File: config.mk
export PLATFORM = sky130hd
export DESIGN_NAME = dual_fetch_queue_flat
export DESIGN_NICKNAME = d
export VERILOG_FILES = /design/src/rtl/dual_fetch_queue_if.sv /design/src/rtl/dual_fetch_queue.sv /design/src/flat_wrapper.sv
export SDC_FILE = /design/constraint.sdc
export NUM_CORES = 1
export LEC_CHECK = 0
export CORE_MARGIN = 2
export CORE_UTILIZATION = 32
export DETAILED_ROUTE_END_ITERATION = 8
export PLACE_DENSITY = 0.62
export SLEW_MARGIN = 25
export SYNTH_ARGS = -nofsm -noshare
export SYNTH_HDL_FRONTEND = slang
export SYNTH_SLANG_ARGS = --single-unit
File: constraint.sdc
create_clock -name clk -period 5.6 [get_ports clk]
set_clock_uncertainty 0.1 [all_clocks]
set_input_delay 0.56 -clock clk [delete_from_list [all_inputs] [get_ports clk]]
set_output_delay 0.56 -clock clk [all_outputs]
set_load 0.02 [all_outputs]
File: src/rtl/dual_fetch_queue_if.sv
// dual_fetch_queue_if: instruction-memory request/response bus between the fetch queue and imem
// master (fetch queue): drives imem_req/imem_addr, samples imem_gnt/imem_rvalid/imem_rdata
// slave  (memory):      samples imem_req/imem_addr, drives imem_gnt/imem_rvalid/imem_rdata
interface dual_fetch_queue_if #(
    parameter int ADDR_W = 16
);
    logic              imem_req;
    logic [ADDR_W-1:0] imem_addr;
    logic              imem_gnt;
    logic              imem_rvalid;
    logic [31:0]       imem_rdata;
    modport master (output imem_req, imem_addr, input imem_gnt, imem_rvalid, imem_rdata);
    modport slave  (input imem_req, imem_addr, output imem_gnt, imem_rvalid, imem_rdata);
endinterface

File: src/rtl/dual_fetch_queue.sv
// dual_fetch_queue: pairwise instruction fetch into a circular queue feeding the relayer two instructions per cycle
// clk/rst         : clock, asynchronous active-high reset
// imem            : pair request (addr, addr+1) and one-cycle-latency 32-bit response
// isstall         : relayer consumes nothing; issingleinstr: relayer consumes one
// redirect_valid/redirect_pc : flush queue and restart fetch at redirect_pc
// instr1_o/instr2_o : two oldest entries, 16'h0 where the queue has none
// count_o/empty_o : current occupancy
module dual_fetch_queue #(
    parameter int DEPTH    = 8,
    parameter int ADDR_W   = 16,
    parameter int RESET_PC = 0
) (
    input  logic                     clk,
    input  logic                     rst,
    dual_fetch_queue_if.master       imem,
    input  logic                     isstall,
    input  logic                     issingleinstr,
    input  logic                     redirect_valid,
    input  logic [ADDR_W-1:0]        redirect_pc,
    output logic [15:0]              instr1_o,
    output logic [15:0]              instr2_o,
    output logic [$clog2(DEPTH):0]   count_o,
    output logic                     empty_o
);
    localparam int PTR_W = $clog2(DEPTH);
    localparam int CNT_W = PTR_W + 1;
    localparam logic [CNT_W-1:0] ONE = CNT_W'(1);
    localparam logic [CNT_W-1:0] TWO = CNT_W'(2);
    logic [ADDR_W-1:0] pc_q, pc_d;
    logic [PTR_W-1:0]  rd_ptr_q, rd_ptr_d, wr_ptr_q, wr_ptr_d, rd_nxt, wr_nxt;
    logic [CNT_W-1:0]  count_q, count_d, avail, take;
    logic              inflight_q, inflight_d, drop_q, drop_d;
    logic [15:0]       mem_q [DEPTH];
    logic [15:0]       mem_d [DEPTH];
    logic              issue, accept;
    // A pair is only requested when the queue can absorb it regardless of dequeue.
    assign imem.imem_req  = !rst && !redirect_valid && !inflight_q && (count_q <= CNT_W'(DEPTH - 2));
    assign imem.imem_addr = pc_q;
    assign issue    = imem.imem_req && imem.imem_gnt;
    assign accept   = imem.imem_rvalid && inflight_q && !drop_q;
    assign rd_nxt   = rd_ptr_q + PTR_W'(1);
    assign wr_nxt   = wr_ptr_q + PTR_W'(1);
    assign avail    = (count_q >= TWO) ? TWO : count_q;
    assign take     = isstall ? '0 : issingleinstr ? ((avail != '0) ? ONE : '0) : avail;
    assign instr1_o = (count_q != '0) ? mem_q[rd_ptr_q] : 16'h0;
    assign instr2_o = (count_q >= TWO) ? mem_q[rd_nxt] : 16'h0;
    assign count_o  = count_q;
    assign empty_o  = (count_q == '0);
    always_comb begin
        mem_d      = mem_q;
        pc_d       = pc_q;
        rd_ptr_d   = rd_ptr_q;
        wr_ptr_d   = wr_ptr_q;
        count_d    = count_q;
        inflight_d = inflight_q;
        drop_d     = drop_q;
        if (redirect_valid) begin
            pc_d       = redirect_pc;
            rd_ptr_d   = '0;
            wr_ptr_d   = '0;
            count_d    = '0;
            // A response landing in the redirect cycle is simply discarded; only a
            // response still to come needs to be marked for dropping.
            inflight_d = inflight_q && !imem.imem_rvalid;
            drop_d     = inflight_q && !imem.imem_rvalid;
        end else begin
            if (accept) begin
                mem_d[wr_ptr_q] = imem.imem_rdata[15:0];
                mem_d[wr_nxt]   = imem.imem_rdata[31:16];
                wr_ptr_d        = wr_ptr_q + PTR_W'(2);
            end
            rd_ptr_d = rd_ptr_q + take[PTR_W-1:0];
            count_d  = count_q - take + (accept ? TWO : '0);
            if (imem.imem_rvalid && inflight_q) begin
                inflight_d = 1'b0;
                drop_d     = 1'b0;
            end
            if (issue) begin
                pc_d       = pc_q + ADDR_W'(2);
                inflight_d = 1'b1;
            end
        end
    end
    always_ff @(posedge clk or posedge rst) begin
        if (rst) begin
            pc_q       <= ADDR_W'(RESET_PC);
            rd_ptr_q   <= '0;
            wr_ptr_q   <= '0;
            count_q    <= '0;
            inflight_q <= 1'b0;
            drop_q     <= 1'b0;
            mem_q      <= '{default: '0};
        end else begin
            pc_q       <= pc_d;
            rd_ptr_q   <= rd_ptr_d;
            wr_ptr_q   <= wr_ptr_d;
            count_q    <= count_d;
            inflight_q <= inflight_d;
            drop_q     <= drop_d;
            mem_q      <= mem_d;
        end
    end
endmodule

File: src/flat_wrapper.sv
// flat-port wrapper written by rule: the top's interface ports become plain ports
module dual_fetch_queue_flat 
#(
    parameter int DEPTH    = 8,
    parameter int ADDR_W   = 16,
    parameter int RESET_PC = 0
)
  (clk, rst, isstall, issingleinstr, redirect_valid, redirect_pc, instr1_o, instr2_o, count_o, empty_o, imem_imem_req, imem_imem_addr, imem_imem_gnt, imem_imem_rvalid, imem_imem_rdata);
  dual_fetch_queue_if #(.ADDR_W(ADDR_W)) imem_i ();
  input  logic clk;
  input  logic rst;
  input  logic isstall;
  input  logic issingleinstr;
  input  logic redirect_valid;
  input  logic [ADDR_W-1:0] redirect_pc;
  output logic [15:0] instr1_o;
  output logic [15:0] instr2_o;
  output logic [$clog2(DEPTH):0] count_o;
  output logic empty_o;
  output wire logic [$bits(imem_i.imem_req)-1:0] imem_imem_req;
  output wire logic [$bits(imem_i.imem_addr)-1:0] imem_imem_addr;
  input wire logic [$bits(imem_i.imem_gnt)-1:0] imem_imem_gnt;
  input wire logic [$bits(imem_i.imem_rvalid)-1:0] imem_imem_rvalid;
  input wire logic [$bits(imem_i.imem_rdata)-1:0] imem_imem_rdata;
  assign imem_imem_req = imem_i.imem_req;
  assign imem_imem_addr = imem_i.imem_addr;
  assign imem_i.imem_gnt = imem_imem_gnt;
  assign imem_i.imem_rvalid = imem_imem_rvalid;
  assign imem_i.imem_rdata = imem_imem_rdata;
  dual_fetch_queue #(.DEPTH(DEPTH), .ADDR_W(ADDR_W), .RESET_PC(RESET_PC)) u_core (.clk(clk), .rst(rst), .imem(imem_i), .isstall(isstall), .issingleinstr(issingleinstr), .redirect_valid(redirect_valid), .redirect_pc(redirect_pc), .instr1_o(instr1_o), .instr2_o(instr2_o), .count_o(count_o), .empty_o(empty_o));
endmodule
==> flow_metrics.py <==
metrics = {
    "logic_synthesis": {
        "synth_top_family_by_area": "multiplexers",
        "ys_ff_latch": 155,
        "synth-simple-area-share": 0.164,
        "synth_area_um2": 8530,
        "synthMuxAreaShare": 0.215,
        "yosysUniqueCellTypes": 39,
        "synthAdderAreaFrac": 0.0276,
        "ys_seq_area_frac": 0.455,
        "yosys_warnings": 0,
        "synth_edf_count": 0,
        "synth_ff_type": "dfrtp_1",
        "syn_area_per_cell_um2": 9.99,
        "syn_inst": 854,
        "synthArstFlopShare": 1.00,
        "synth_compound_area_frac": 0.0911,
        "synth_fp_nets": 926,
        "synth-xor-area-share": 0.0133,
    },
    "clock_tree": {
        "cts_hold_buf": 0,
        "clockRootBuffer": "clkbuf_16",
        "h-tree-depth": 4,
        "cts_buffer_depth": 2,
        "clkTransAtPathRegs_ns": 0.07,
        "numCtsBuffers": 17,
        "postCtsResizedCells": 0,
        "cts_tree": "built",
        "post_cts_buffers": 0,
        "insertion_delay_ns": 0.43,
        "cts_sinks": 155,
    },
    "final_layout": {
        "area_growth_pct": 23.6,
        "nFillCells": 2531,
        "layout_commonest_cell": "nand2_1",
        "fin_nets": 1004,
        "drive_gt1_frac": 0.150,
        "num_antenna_cells": 0,
        "final_cell_mix": "nand2_1 (267), dfrtp_1 (153), o21ai_0 (123), clkdlybuf4s50_1 (108), mux4_2 (64)",
        "finalCoreUtilization": 0.403,
    },
    "run_status": {
        "violations": "design-rule violations",
        "status": "complete, but fails checks",
    },
    "route": {
        "num_vias": 6719,
        "dr.pass1.iters": 7,
        "avgRoutedWirePerCell_um": 18.8,
        "drc": 11,
        "ant_nets": 0,
        "drt_wl_total_mm": 24.0,
        "routed_via_density": 5.25,
        "first_iter_violations": 555,
    },
    "critical_path": {
        "path_class": "reg2out",
        "reg2regPathDepth": 3,
        "endpoint_kind": "output pin",
        "cp_max_fo": 21,
        "arrival_ns": 3.43,
        "cp.required_ns": 4.94,
        "critPathLaunchType": "flop",
    },
    "grt": {
        "first_global_vias": 6573,
        "grt_start_max_net_pins": 77,
        "overflow": 0,
        "grt_pass1_wl_mm": 38.3,
        "grt_usage": 0.176,
        "antenna_found_initial": 0,
    },
    "power_and_ir_drop": {
        "p_leak_nw": 4.24,
        "p_per_area_nw_per_um2": 407,
        "max-vdd-ir-drop_mv": 0.253,
    },
    "hold_path": {
        "hold_path_class": "reg2reg",
        "hold_depth": 2,
    },
    "timing": {
        "rsz0062_at_grt": "false",
        "slew_headroom": 0.334,
        "finalSetupTns_ns": 0,
        "tightestPinTransition_ns": 0.996,
        "setup_viol": 0,
        "maxSlewViolCount": 0,
        "max_freq_mhz": 244,
        "setup_slack_ns": 1.51,
        "min_period_ns": 4.09,
        "finalCritPeriodShare": 0.730,
        "hold_violations": 0,
    },
    "floorplanning": {
        "start_util": 0.326,
        "fp-row-count": 59,
        "top_level_ports": 109,
        "die_h_um": 167,
        "coreArea_um2": 26100,
        "die_width_um": 167,
        "die_area_um2": 28000,
    },
    "place": {
        "dp_hpwl_mm": 15.5,
        "dp_slack_ns": 1.86,
        "gp_congestion": 0.776,
        "io_buffers": 108,
    },
    "job": {
        "drv_cap": 0,
    },
}
[per-stage QoR]
| step | power (mW) | instances | area, um2 | hold slack [ns] |
|---|---|---|---|---|
| CTS | 4.34 | 1280 | 10500 | 0.403 |
| detailed placement | 3.16 | 1248 | 9940 | 0.388 |
| finish | 4.29 | 1280 | 10500 | 0.403 |
| floorplan | 2.47 | 854 | 8530 | 0.361 |
| global placement | 3.13 | 1248 | 9930 | 0.375 |
| global route | 4.52 | 1280 | 10500 | 0.430 |
[routing by layer]
| metal | global-route usage | wire, um | vias to the layer above |
|---|---|---|---|
| met1 | 0.244 | 11000 | 3349 |
| met4 | 0.0594 | 470 | 0 |
| met3 | 0.0366 | 1250 | 25 |
| met5 | 0 | 0 | - |
| li1 | - | - | 3128 |
| met2 | 0.276 | 11300 | 217 |
[worst paths after layout]
| path | to | slack (ns) | start |
|---|---|---|---|
| max | instr2_o[6] | 1.51 | u_core.rd_ptr_q[0] |
| min | u_core.mem_q[73] | 0.40 | u_core.mem_q[73] |
| max reg2reg | u_core.mem_q[87] | 2.86 | u_core.inflight_q |
| min reg2reg | u_core.mem_q[73] | 0.40 | u_core.mem_q[73] |
| max in group asynchronous | u_core.mem_q[105] | 3.67 | rst |
| min in group asynchronous | u_core.inflight_q | 0.66 | rst |
[layout make-up]
type	count	area, um2	area share
Clock buffer	17	425	0.0404
Timing Repair Buffer	120	1170	0.111
Multi-Input combinational cell	623	4410	0.418
Sequential cell	155	3880	0.368
Clock inverter	15	174	0.0165
Tap cell	335	419	0.0398
Inverter	15	61.3	0.00582
[cell usage after synthesis (all sizes together) (2+ instances only)]
master	number	area, um2
xnor2	5	43.8
or4	5	41.3
nor2	32	120
clkbuf	53	199
fa	3	60.1
nand2	271	1020
nand4	5	31.3
nor4	3	18.8
a21oi	17	85.1
inv	15	56.3
and3	2	12.5
mux2i	20	200
mux4	64	1440
nor4b	2	23.8
xor2	8	70.1
or3	4	25.0
ha	14	175
o21ai	123	616
nand3	7	35.0
nor2b	2	12.5
buf	8	38.8
o31ai	3	22.5
a31oi	6	37.5
dfrtp	155	3880
mux2	17	191
[flip-flops by register name, summed over array words and instances, names as in the netlist]
name,count
u_core.wr_ptr_q,2
u_core.imem.imem_addr,16
u_core.inflight_q,1
u_core.rd_ptr_q,3
u_core.drop_q,1
u_core.count_o,4
u_core.mem_q,128
[critical path, cell delays in order, from the launching register on]
cell	delay [ns]
dfrtp_4	0.47
ha_2	0.85
buf_4	0.39
mux4_2	0.52
nand2_1	0.08
a21oi_1	0.12
clkdlybuf4s50_1	0.57
[report_power, final]
group / switching, mW / total [mW] / internal, mW
clock: 0.561 / 1.17 / 0.604
sequential: 0.148 / 1.42 / 1.27
combinational: 0.906 / 1.71 / 0.806
total: 1.61 / 4.29 / 2.68
[kinds of logic after synthesis]
| group | count (synthesis) |
|---|---|
| muxes | 101 |
| adders and majority gates | 17 |
| AOI/OAI and AO/OA | 151 |
| buffers and inverters | 76 |
| xor gates and xnor gates | 13 |
| other | 1 |
| and+or+nand+nor | 340 |
| DFF | 155 |
No activity file was read; power rests on OpenSTA's default activity.
==> RTL change 1 (same flow settings) <==
Reset style: synchronous (`rst`), changed in one clocked block. Comments in the files are not updated.
--- a/src/rtl/dual_fetch_queue.sv
+++ b/src/rtl/dual_fetch_queue.sv
@@ -82,5 +82,5 @@
         end
     end
-    always_ff @(posedge clk or posedge rst) begin
+    always_ff @(posedge clk) begin
         if (rst) begin
             pc_q       <= ADDR_W'(RESET_PC);
Behaviour: differs if rst is asserted again (counterexample within 4 cycles, from zero or initial values and one cycle with rst high); with rst held inactive, the same outputs for 4 cycles.
==> RTL change 1 against the unedited design <==
  * Count of clock-buffer cells in the layout unchanged
  * Routed wire length decreased by 0.94%
  * Sequential cell count unchanged
  * Setup slack improved by 410 ps
  * Non-clock buffer count increased by 4
  * Cell area decreased by 6.3%
  * Synthesized area decreased by 7.1%
  * Synthesized cell count increased by 7.3%
  * Critical path type unchanged
Power is not compared: it rests on default switching activity, and its combinational part moved more than twofold at a synthesized area within 25%.
==> RTL change 1: results (changes against the unedited design) <==
sta:
  maxSlewHeadroom_pct: 35.4  # +2.0 points
route:
  wl_met1_mm: 10.4  # -6.2%
  highest_layer: "met5"
  met2_length_mm: 11.4  # +1.4%
  wl_per_cell_um: 18.0  # -4.2%
  viasPerCell: 5.27  # +0.46%
  dr.pass1.iters: 5  # -2
  drtIter0Drc: 772  # +39%
  wl_met3_mm: 1.67  # +33%
yosys:
  ys_types: 38  # -2.6%
  ys_top_cells_by_area: "dfxtp_1 (39%), mux4_2 (18%), nand2_1 (14%), a21oi_1 (9.3%), mux2i_1 (3.2%)"
  synth_compound_area_share_pct: 11.2  # +2.1 points
  synth_common_cells: "nand2_1 (302), dfxtp_1 (155), a21oi_1 (148), mux4_2 (64), clkbuf_1 (55)"
  async_flop_share_pct: 0  # -100 points
  synth_fa_ha_area_share_pct: 2.34  # -0.42 points
  syn_nets: 984  # +6.3%
  synthXorXnorAreaFrac_pct: 1.44  # +0.10 points
  synthMuxAreaShare_pct: 21.3  # -0.15 points
  ys_seq_area_share_pct: 39.1  # -6.3 points
run_status:
  status: "finished, final reports clean"
finish:
  drive_above_1_share_pct: 12.2  # -2.8 points
  fill_cells: 2373  # -6.2%
setup_path:
  max_stage_delay_ps: 730  # -120 ps
  rr_worst_depth: 11  # +8
  path_max_fanout: 65  # +210%
placement:
  place.gp.congestion: 0.752  # -3.1%
  hpwl_mm: 14.7  # -4.9%
global_routing:
  grt_pass1_wl_mm: 37.4  # -2.4%
  grt_max_degree: 82  # +6.5%
  grt_usage_pct: 18.3  # +0.71 points
  antenna_found_initial: 3  # +3
floorplan:
  die-area_sq_um: 26100  # -6.9%
RTL change 1: cell count changes in the layout (fill, tap and decap cells not counted), sizes merged, moves of 6 or more:
| cell | change |
|---|---|
| nand2 | +31 |
| mux2 | -17 |
| dfxtp | +155 |
| o21ai | -121 |
| nor3 | +6 |
| and2 | +8 |
| a211oi | +7 |
| a31oi | -6 |
| dfrtp | -155 |
| a21oi | +131 |
RTL change 1: worst paths after layout:
| check | slack (ps) | end |
|---|---|---|
| max | 1920 | instr1_o[14] |
| min | 370 | u_core.mem_q[71] |
| max reg2reg | 2700 | u_core.count_o[3] |
| min reg2reg | 370 | u_core.mem_q[71] |
RTL change 1: cell type report:
class                   instances  area share, %
multi-input cells             673           45.4
flip-flops and latches        155           31.5
repair buffers                124           12.1
clock buffers                  17           4.30
well taps                     324           4.10
clock inverters                15           2.08
inverters                      14          0.532
diodes                          1         0.0253
RTL change 1: metrics by stage:
step | std cells | instance area (sq um) | util (%) | setup slack, ps | power [mW]
after floorplan | 916 | 7930 | - | 2630 | 1.40
final | 1323 | 9880 | 40.6 | 1920 | 2.79
after CTS | 1322 | 9880 | 40.6 | 1880 | 2.81
after global routing | 1322 | 9880 | 40.6 | 1750 | 2.88
after detailed placement | 1290 | 9250 | 38.0 | 2190 | 1.57
after global placement | 1290 | 9250 | 38.0 | 2200 | 1.57
RTL change 1: power breakdown:
| part | internal, mW | switching (mW) | leakage [nW] |
|---|---|---|---|
| Sequential | 1.12 | 0.0284 | 1.25 |
| Clock | 0.722 | 0.519 | 0.310 |
| Combinational | 0.163 | 0.231 | 1.55 |
RTL change 1: cell families (layout without fill, tap and decap cells):
group	count (synthesis)	in the layout
AOI/OAI and AO/OA	166	166
xor gates and xnor gates	13	13
adders and majority gates	13	13
buffers and inverters	88	170
DFF	155	155
muxes	89	89
other	1	2
and+or+nand+nor	391	391
RTL change 1: routing by layer:
layer  GRT usage, %  vias to the layer above
li1               -                     3302
met1           24.3                     3402
met2           30.0                      240
met3           4.39                       29
met4           4.67                        4
met5              0                        -
RTL change 1: worst reg2reg max path: stages, from the launching register on:
cell and delay (ps):
dfxtp_1 380, nor3_2 200, buf_4 310, or3_1 220
inv_1 70, fa_1 480, inv_1 50, ha_1 200
fa_1 380, xnor2_1 220, xnor2_1 140, nor2_1 50
==> RTL change 2 (config.mk and constraints unchanged) <==
Made on the original files. `ADDR_W` is set to 16 in 3 places; all go to 17.
--- a/src/rtl/dual_fetch_queue_if.sv
+++ b/src/rtl/dual_fetch_queue_if.sv
@@ -3,5 +3,5 @@
 // slave  (memory):      samples imem_req/imem_addr, drives imem_gnt/imem_rvalid/imem_rdata
 interface dual_fetch_queue_if #(
-    parameter int ADDR_W = 16
+    parameter int ADDR_W = 17
 );
     logic              imem_req;
--- a/src/rtl/dual_fetch_queue.sv
+++ b/src/rtl/dual_fetch_queue.sv
@@ -8,5 +8,5 @@
 module dual_fetch_queue #(
     parameter int DEPTH    = 8,
-    parameter int ADDR_W   = 16,
+    parameter int ADDR_W   = 17,
     parameter int RESET_PC = 0
 ) (
--- a/src/flat_wrapper.sv
+++ b/src/flat_wrapper.sv
@@ -3,5 +3,5 @@
 #(
     parameter int DEPTH    = 8,
-    parameter int ADDR_W   = 16,
+    parameter int ADDR_W   = 17,
     parameter int RESET_PC = 0
 )
Interface: changed (resized imem_imem_addr and redirect_pc); port bits go from 109 to 111. No check against the original RTL was run, so the function may have changed too.
==> RTL change 2 against the unedited design <==
  * Routed wire length up 1.6%
  * Total power down 1.7%
  * Cell count up 1.5%
  * Cell area up 1.2%
  * Synthesized area up 1.6%
  * Combinational power down 4%
  * Global-route usage up 0.14 points
  * Clock power about the same
  * Sequential cell count up 1
  * Setup slack worse by 36 ps
  * Register-to-register slack worse by 150 ps
==> RTL change 2: results (changes against the unedited design) <==
cts:
  clkLatencyLatePin_ps: 430  # about the same
  path_clk_slew_ps: 60
  cts_buffers: 17  # unchanged
yosys:
  synthXorXnorAreaFrac_pct: 0.909  # -0.43 points
  ys_seq_area_share_pct: 45.0  # -0.43 points
  synth_common_cells: "nand2_1 (273), dfrtp_1 (156), o21ai_0 (119), mux4_2 (64), clkbuf_1 (43)"
  synth_fa_ha_area_share_pct: 2.71  # -0.044 points
  synthMuxAreaShare_pct: 21.0  # -0.46 points
  synth_ff_type: "dfrtp_1"
  syn_area_per_cell_sq_um: 10.0  # +0.21%
  ys_types: 46  # +18%
  ys_top_cells_by_area: "dfrtp_1 (45%), mux4_2 (17%), nand2_1 (12%), o21ai_0 (6.9%), mux2_2 (2.2%)"
  synth_compound_area_share_pct: 9.80  # +0.69 points
  syn_nets: 939  # +1.4%
route:
  dr.pass1.iters: 6  # -1
  wl_met3_um: 921  # -26%
  drcViolationCount: 0  # -11
  highest_layer: "met4"
  met2_length_mm: 12.0  # +6.5%
  drt_wl_total_mm: 24.4  # +1.6%
  dr_total_vias: 6860  # +2.1%
  wl_met1_mm: 11.0  # -0.30%
  wl_per_cell_um: 18.8  # +0.13%
  drtIter0Drc: 530  # -4.5%
setup_path:
  path_max_fanout: 25  # +19%
  r2r_start: "u_core.count_o[3]"
  rr_endpoint: "u_core.count_o[3]"
  critPathLaunch: "u_core.rd_ptr_q[0]"
  crit_slowest_cell: "ha_2"
  rrSetupSlack_ps: 2710  # -150 ps
  worstSetupEndpoint: "instr2_o[1]"
  max_stage_delay_ps: 930  # +80 ps
  rr_worst_depth: 10  # +7
  worstPathArrival_ps: 3470  # +40 ps
min_path:
  min-delay-start: "u_core.mem_q[103]"
  min_path_type: "reg2reg"
  hold_end: "u_core.mem_q[103]"
  whs_path_depth: 2  # unchanged
placement:
  dp.cells: 1267  # +1.5%
  hpwl_mm: 15.9  # +2.6%
  placed_area_sq_um: 10100  # +1.3%
  place.gp.congestion: 0.800  # +3.1%
  numPortBuffers: 110  # +1.9%
global_routing:
  met1_usage_pct: 24.5  # +0.060 points
  grt_util_met2_pct: 29.0  # +1.4 points
  grt_usage_pct: 17.7  # +0.14 points
  grt_use_met3_pct: 2.62  # -1.0 points
  grt_max_degree: 66  # -14%
  grt_pass1_vias: 6784  # +3.2%
  antenna_found_initial: 0  # unchanged
  grt_pass1_wl_mm: 39.3  # +2.6%
finish:
  drive_above_1_share_pct: 14.9  # -0.10 points
  nNetsFinal: 1018  # +1.4%
power:
  power_leakage_nw: 4.28  # +0.90%
  ir_drop_v: 0.000245  # -3.1%
run_status:
  status: "finished, final reports clean"
sta:
  maxSlewHeadroom_pct: 31.1  # -2.3 points
[RTL change 2: cell types whose count changed after synthesis, sizes merged, moves of 3 or more]
| cell | before | now |
|---|---|---|
| o21bai | 0 | 3 |
| clkbuf | 53 | 45 |
| nand4 | 5 | 8 |
| o21ai | 123 | 119 |
| buf | 8 | 16 |
| o211ai | 0 | 3 |
[RTL change 2: where the power goes]
part           switching [mW]  leakage [nW]  internal (mW)
sequential              0.142          2.10           1.27
combinational           0.869          1.89          0.769
clock                   0.490         0.289          0.682
total                    1.50          4.28           2.72
[RTL change 2: cell type report]
class / instances / area (sq um)
Timing Repair Buffer: 121 / 1180
Tap cell: 341 / 427
Fill cell: 2496 / 16100
Clock buffer: 19 / 453
Multi-Input combinational cell: 633 / 4490
Sequential cell: 156 / 3910
Inverter: 16 / 65.1
Clock inverter: 13 / 143
[RTL change 2: through the flow]
step,hold WS [ps],setup WS (ps)
finish,397,1470
global route,422,1260
CTS,404,1390
detailed placement,391,1850
global placement,376,1900
floorplan,361,733
